`config.mk`:
```
export PLATFORM = sky130hd
export DESIGN_NAME = return_addr_stack
export DESIGN_NICKNAME = d
export VERILOG_FILES = /design/src/rtl/return_addr_stack.sv
export SDC_FILE = /design/constraint.sdc
export NUM_CORES = 1
export LEC_CHECK = 0
export BUFFER_PORTS_ARGS = -buffer_cell sky130_fd_sc_hd__clkbuf_2
export CAP_MARGIN = 20
export CORE_ASPECT_RATIO = 1.4
export CORE_MARGIN = 3
export CORE_UTILIZATION = 45
export DETAILED_ROUTE_END_ITERATION = 16
export PLACE_DENSITY_LB_ADDON = 0.3
export SYNTH_ARGS = -nofsm -noshare
export SYNTH_HDL_FRONTEND = slang
export SYNTH_SLANG_ARGS = --single-unit
```
`constraint.sdc`:
```
create_clock -name clk -period 3.1 [get_ports clk]
set_input_delay 0.465 -clock clk [delete_from_list [all_inputs] [get_ports clk]]
set_output_delay 0.465 -clock clk [all_outputs]
set_load 0.05 [all_outputs]
```
`src/rtl/return_addr_stack.sv`:
```
// Return address stack: circular LIFO of link addresses with
// checkpoint restore on flush. Optional bypass via RAS_BYPASS_EN.
module return_addr_stack #(
  parameter  int DEPTH = 8,
  parameter  int AW    = 32,
  localparam int PW    = $clog2(DEPTH)
) (
  input  logic          clk,
  input  logic          rst_n,
  input  logic          push,
  input  logic [AW-1:0] push_addr,
  input  logic          pop,
  input  logic          flush,
  input  logic [PW-1:0] flush_ptr,
  input  logic [PW:0]   flush_cnt,
  output logic [AW-1:0] top_addr,
  output logic          top_valid,
  output logic [PW-1:0] ptr,
  output logic [PW:0]   count,
  output logic          underflow
);

  localparam logic [PW:0] CNT_MAX = (PW+1)'(DEPTH);

  logic [AW-1:0] mem [DEPTH];

  logic          empty;
  logic          full;
  logic [PW-1:0] ptr_inc;
  logic [PW-1:0] ptr_dec;
  logic          do_flush;
  logic          do_swap;
  logic          do_push;
  logic          do_pop;
  logic          do_uf;

  assign empty   = (count == '0);
  assign full    = (count == CNT_MAX);
  assign ptr_inc = ptr + PW'(1);
  assign ptr_dec = ptr - PW'(1);

  // one-hot operation select, flush dominates, swap needs a live top
  assign do_flush = flush;
  assign do_swap  = !flush && push && pop && !empty;
  assign do_push  = !flush && push && !(pop && !empty);
  assign do_pop   = !flush && pop && !push && !empty;
  assign do_uf    = !flush && pop && !push && empty;

  // pointer, count, underflow and storage update
  always_ff @(posedge clk or negedge rst_n) begin
    if (!rst_n) begin
      ptr       <= '0;
      count     <= '0;
      underflow <= 1'b0;
      for (int i = 0; i < DEPTH; i++)
        mem[i] <= '0;
    end else begin
      underflow <= do_uf;
      unique case (1'b1)
        do_flush: begin
          ptr   <= flush_ptr;
          count <= flush_cnt;
        end
        do_swap: begin
          mem[ptr] <= push_addr;
        end
        do_push: begin
          ptr          <= ptr_inc;
          mem[ptr_inc] <= push_addr;
          if (!full)
            count <= count + 1'b1;
        end
        do_pop: begin
          ptr   <= ptr_dec;
          count <= count - 1'b1;
        end
        default: begin
        end
      endcase
    end
  end

`ifdef RAS_BYPASS_EN
  // forward an in-flight push straight to the prediction
  always_comb begin
    top_addr  = mem[ptr];
    top_valid = !empty;
    if (push && !flush) begin
      top_addr  = push_addr;
      top_valid = 1'b1;
    end
  end
`else
  // prediction from registered state only
  always_comb begin
    top_addr  = mem[ptr];
    top_valid = !empty;
  end
`endif

endmodule

```
==> impl_summary.log <==
[metrics] outcome: complete, no violations
[metrics] required time of the critical path: 2.63 ns
[metrics] maximum count of clock buffers along a single path: 3
[metrics] Die Footprint: 29,450 um^2
[metrics] post-synthesis mux area share: 30.83%
[metrics] DIE WIDTH: 145.9 um
[metrics] number of inserted filler cells in the final layout: 2,205
[metrics] flip-flop cell with the highest count after synthesis: sky130_fd_sc_hd__dfrtp_1
[metrics] post-synthesis cell count: 874
[metrics] final critical-path required period: 3.006 ns
[metrics] setup violators final: 0
[metrics] root cell of the clock tree: sky130_fd_sc_hd__clkbuf_16
[metrics] kind of capture point of the worst setup path: output port
[metrics] synth cell count leaders: sky130_fd_sc_hd__dfrtp_1 (264), sky130_fd_sc_hd__mux2_2 (217), sky130_fd_sc_hd__mux2_4 (45)
[metrics] GRT Residual Overflow: 0
[metrics] main combinational cell family by area after synthesis: multiplexers
[metrics] H-tree depth reported by CTS: 1
[metrics] Chip Height: 201.9 um
[metrics] adder-cell share of the synthesized area: 0.3044%
[metrics] final max-slew violation count: 0
[metrics] Hold WC Path Type: primary input to flip-flop
[metrics] Placer Congestion: 0.8117
[metrics] final antenna-violating net count: 0
[metrics] fraction of layout cells with a size suffix above 1: 49.06%
[metrics] first drt pass iteration count: 5
[metrics] area used by multi-input combinational logic: 5396 um^2
[metrics] Remaining DRCs: 0
[metrics] number of I/O pins: 85
[metrics] total global routing track utilization: 20.98%
[metrics] via count of the first global-routing pass: 8,262
[metrics] share of the synthesized area in the top cell type: 53.58%
[metrics] vias after detailed routing: 7,912
[metrics] antenna fix cells: 0
[metrics] clock insertion delay at the later pin of the skew report: 0.53 ns
[metrics] Critical Path Start Type: flip-flop
[metrics] Synth Area in Simple Gates: 3.734%
[metrics] type of the worst setup path: flip-flop to output port
[metrics] clock edge transition at the registers on the reported setup and hold paths: 0.06 ns
[metrics] peak ir drop on the vdd network: 0.0004752 V
[metrics] worst slew slack as a fraction of its limit: 61.18%
[metrics] hpwl dp: 19,640 um
[metrics] final count of hold timing violations: 0
[metrics] synth unique cells: 55
[metrics] largest area contributor in the synthesized netlist: sky130_fd_sc_hd__dfrtp_1
[metrics] effective utilization at floorplan: 45.81%
[metrics] count of input and output buffers: 84
[metrics] unrepaired setup endpoints after global routing: true
[metrics] routed wire length: 30,880 um
[metrics] max-cap viol count: 0
[metrics] count of state elements after synthesis: 264
[metrics] post-place instance area: 13,760 um^2
[metrics] initial drt markers: 514
[metrics] largest net degree at the start of global routing: 87
[metrics] TritonCTS sink count: 264
[metrics] layout-stage area growth over the synthesis result: 20.25%
[metrics] Rows: 71
[metrics] cts bufs inserted: 26
[metrics] clock tree skew after final layout: 0.01090 ns
[metrics] post-route cell area: 14,830 um^2
[metrics] Data arrival, critical path: 2.54 ns
[metrics] complex-gate fraction of the synthesized area: 8.199%
[metrics] count of flip-flops with a built-in enable after synthesis: 0
[metrics] FF+latch area: 6615 um^2
[metrics] post-route fraction of the period consumed by the critical path: 96.98%
[metrics] actual transition at the worst max-transition pin: 0.5822 ns
[metrics] power density over the cells: 1031 nW/um^2
[metrics] DR WL/cell: 22.50 um
[metrics] antenna violations before repair: 0
[metrics] leakage component of the power: 0.006593 uW
[metrics] Post-Syn Area: 12,330 um^2
[metrics] net count reported at finish: 1,037
[metrics] synthesized netlist net count: 921
[metrics] yosys synthesis warning count: 0
[metrics] main area contributors after synthesis: sky130_fd_sc_hd__dfrtp_1 (54%), sky130_fd_sc_hd__mux2_2 (20%), sky130_fd_sc_hd__mux2_4 (5.5%)
[metrics] setup_tns: 0 ns
[metrics] most frequently used cell type in the post-synthesis netlist: sky130_fd_sc_hd__dfrtp_1
[metrics] FFs w/ async S/R, synth: 100.0%
[metrics] achievable clock frequency: 332.6 MHz
[metrics] first-pass GRT wire length: 49,150 um
[metrics] area share of xor/xnor cells in the synthesized design: 0.2841%
[metrics] CORE AREA: 26,920 um^2
[metrics] maximum net fanout on the critical path: 18
[metrics] part of the Yosys area used for sequential elements: 53.58%
[metrics] mean cell area of the mapped netlist: 14.11 um^2
[metrics] via density per instance: 5.767
[metrics] clock tree from TritonCTS: done
[through the flow]
| step | instances | setup WS, ns | total power (uW) | utilization, % | hold slack, ns |
|---|---|---|---|---|---|
| 4_1_cts | 1363 | 0.001405 | 15330 | 54.61 | 0.1375 |
| 6_report | 1372 | 0.09358 | 15280 | 55.09 | 0.1530 |
| 3_3_place_gp | 1317 | 0.5129 | 11760 | 51.13 | 0.4591 |
| 2_1_floorplan | 874 | 0.03274 | 9773 | - | 0.1694 |
| 5_1_grt | 1372 | -0.008641 | 16070 | 55.09 | 0.1497 |
| 3_5_place_dp | 1317 | 0.4947 | 11940 | 51.13 | 0.4571 |
[cell type report]
class,instances,area share [%]
inverter,6,0.1772
clock buffer,37,5.350
clock inverter,8,0.7932
tap,365,3.080
timing repair buffer,147,9.594
multi-input combinational,545,36.39
sequential,264,44.61
[cells by family (layout without fill, tap and decap cells)]
kind of cell,after synthesis,count (layout)
buf+inv,65,198
compound gates,132,132
xor+xnor,4,4
simple gates,99,99
fa+ha+maj,3,3
mux,307,307
flops,264,264
[cell usage in the layout (no fill, tap or decap), types with 4 or more instances in the layout]
cell / instances
sky130_fd_sc_hd__nor3_1: 4
sky130_fd_sc_hd__dfrtp_1: 261
sky130_fd_sc_hd__clkbuf_8: 8
sky130_fd_sc_hd__a221oi_1: 37
sky130_fd_sc_hd__nor2_1: 37
sky130_fd_sc_hd__nor3_2: 5
sky130_fd_sc_hd__nand2_1: 28
sky130_fd_sc_hd__o21ai_1: 13
sky130_fd_sc_hd__mux2_1: 15
sky130_fd_sc_hd__mux2i_1: 13
sky130_fd_sc_hd__a22oi_1: 13
sky130_fd_sc_hd__o22ai_1: 6
sky130_fd_sc_hd__a222oi_1: 5
sky130_fd_sc_hd__mux4_2: 17
sky130_fd_sc_hd__nand3_1: 4
sky130_fd_sc_hd__inv_1: 4
sky130_fd_sc_hd__mux2_4: 45
sky130_fd_sc_hd__o21ai_0: 6
sky130_fd_sc_hd__buf_4: 53
sky130_fd_sc_hd__clkinv_2: 4
sky130_fd_sc_hd__clkbuf_2: 56
sky130_fd_sc_hd__buf_12: 32
sky130_fd_sc_hd__a21oi_1: 18
sky130_fd_sc_hd__a22o_1: 7
sky130_fd_sc_hd__a221o_1: 5
sky130_fd_sc_hd__mux2_2: 217
sky130_fd_sc_hd__clkbuf_16: 28
[flip-flops by register name (all words and copies together) (netlist names)]
| register | count |
|---|---|
| underflow | 1 |
| mem | 256 |
| count | 4 |
| ptr | 3 |
[critical path, cell delays in order, from the launching register on]
cell                       delay, ns
sky130_fd_sc_hd__dfrtp_4        0.54
sky130_fd_sc_hd__clkinv_1       0.13
sky130_fd_sc_hd__buf_8          0.22
sky130_fd_sc_hd__nor3_2         0.08
sky130_fd_sc_hd__buf_4          0.17
sky130_fd_sc_hd__a22o_1         0.23
sky130_fd_sc_hd__a221oi_1       0.25
sky130_fd_sc_hd__o21ai_1        0.20
sky130_fd_sc_hd__buf_12         0.19
[timing repair]
action / in CTS / in global routing
pin swaps: 0 / 1
hold buffers: 1 / 0
endpoints found under the hold margin: 65 / 0
setup buffers: 0 / 8
endpoints found under the setup margin: 6 / 9
gates cloned: 0 / 1
resized for setup: 5 / 10
[report_power, final]
| group | switching [uW] | internal [uW] |
|---|---|---|
| registers | 897 | 5120 |
| logic | 2770 | 3170 |
| clock network | 1310 | 2020 |
[metal layers]
metal	up-vias	part of all wire [%]	GRT usage (%)
li1	3505	-	-
met1	4156	43	28.20
met2	203	50	36.55
met3	48	4.9	2.848
met4	0	2.0	4.549
met5	-	0	0
[path summary, 6_finish.rpt]
| check | start | endpoint | depth (start not counted) | slack (ns) |
|---|---|---|---|---|
| min in group asynchronous | rst_n | mem[179] | 2 | 0.47 |
| max | ptr[2] | top_addr[17] | 8 | 0.09 |
| min | flush_cnt[0] | count[0] | 3 | 0.15 |
| max in group asynchronous | rst_n | mem[37] | 3 | 1.66 |
| max reg2reg | ptr[0] | mem[71] | 7 | 0.48 |
| min reg2reg | mem[198] | mem[198] | 1 | 0.49 |
(Power assumes the default switching activity.)
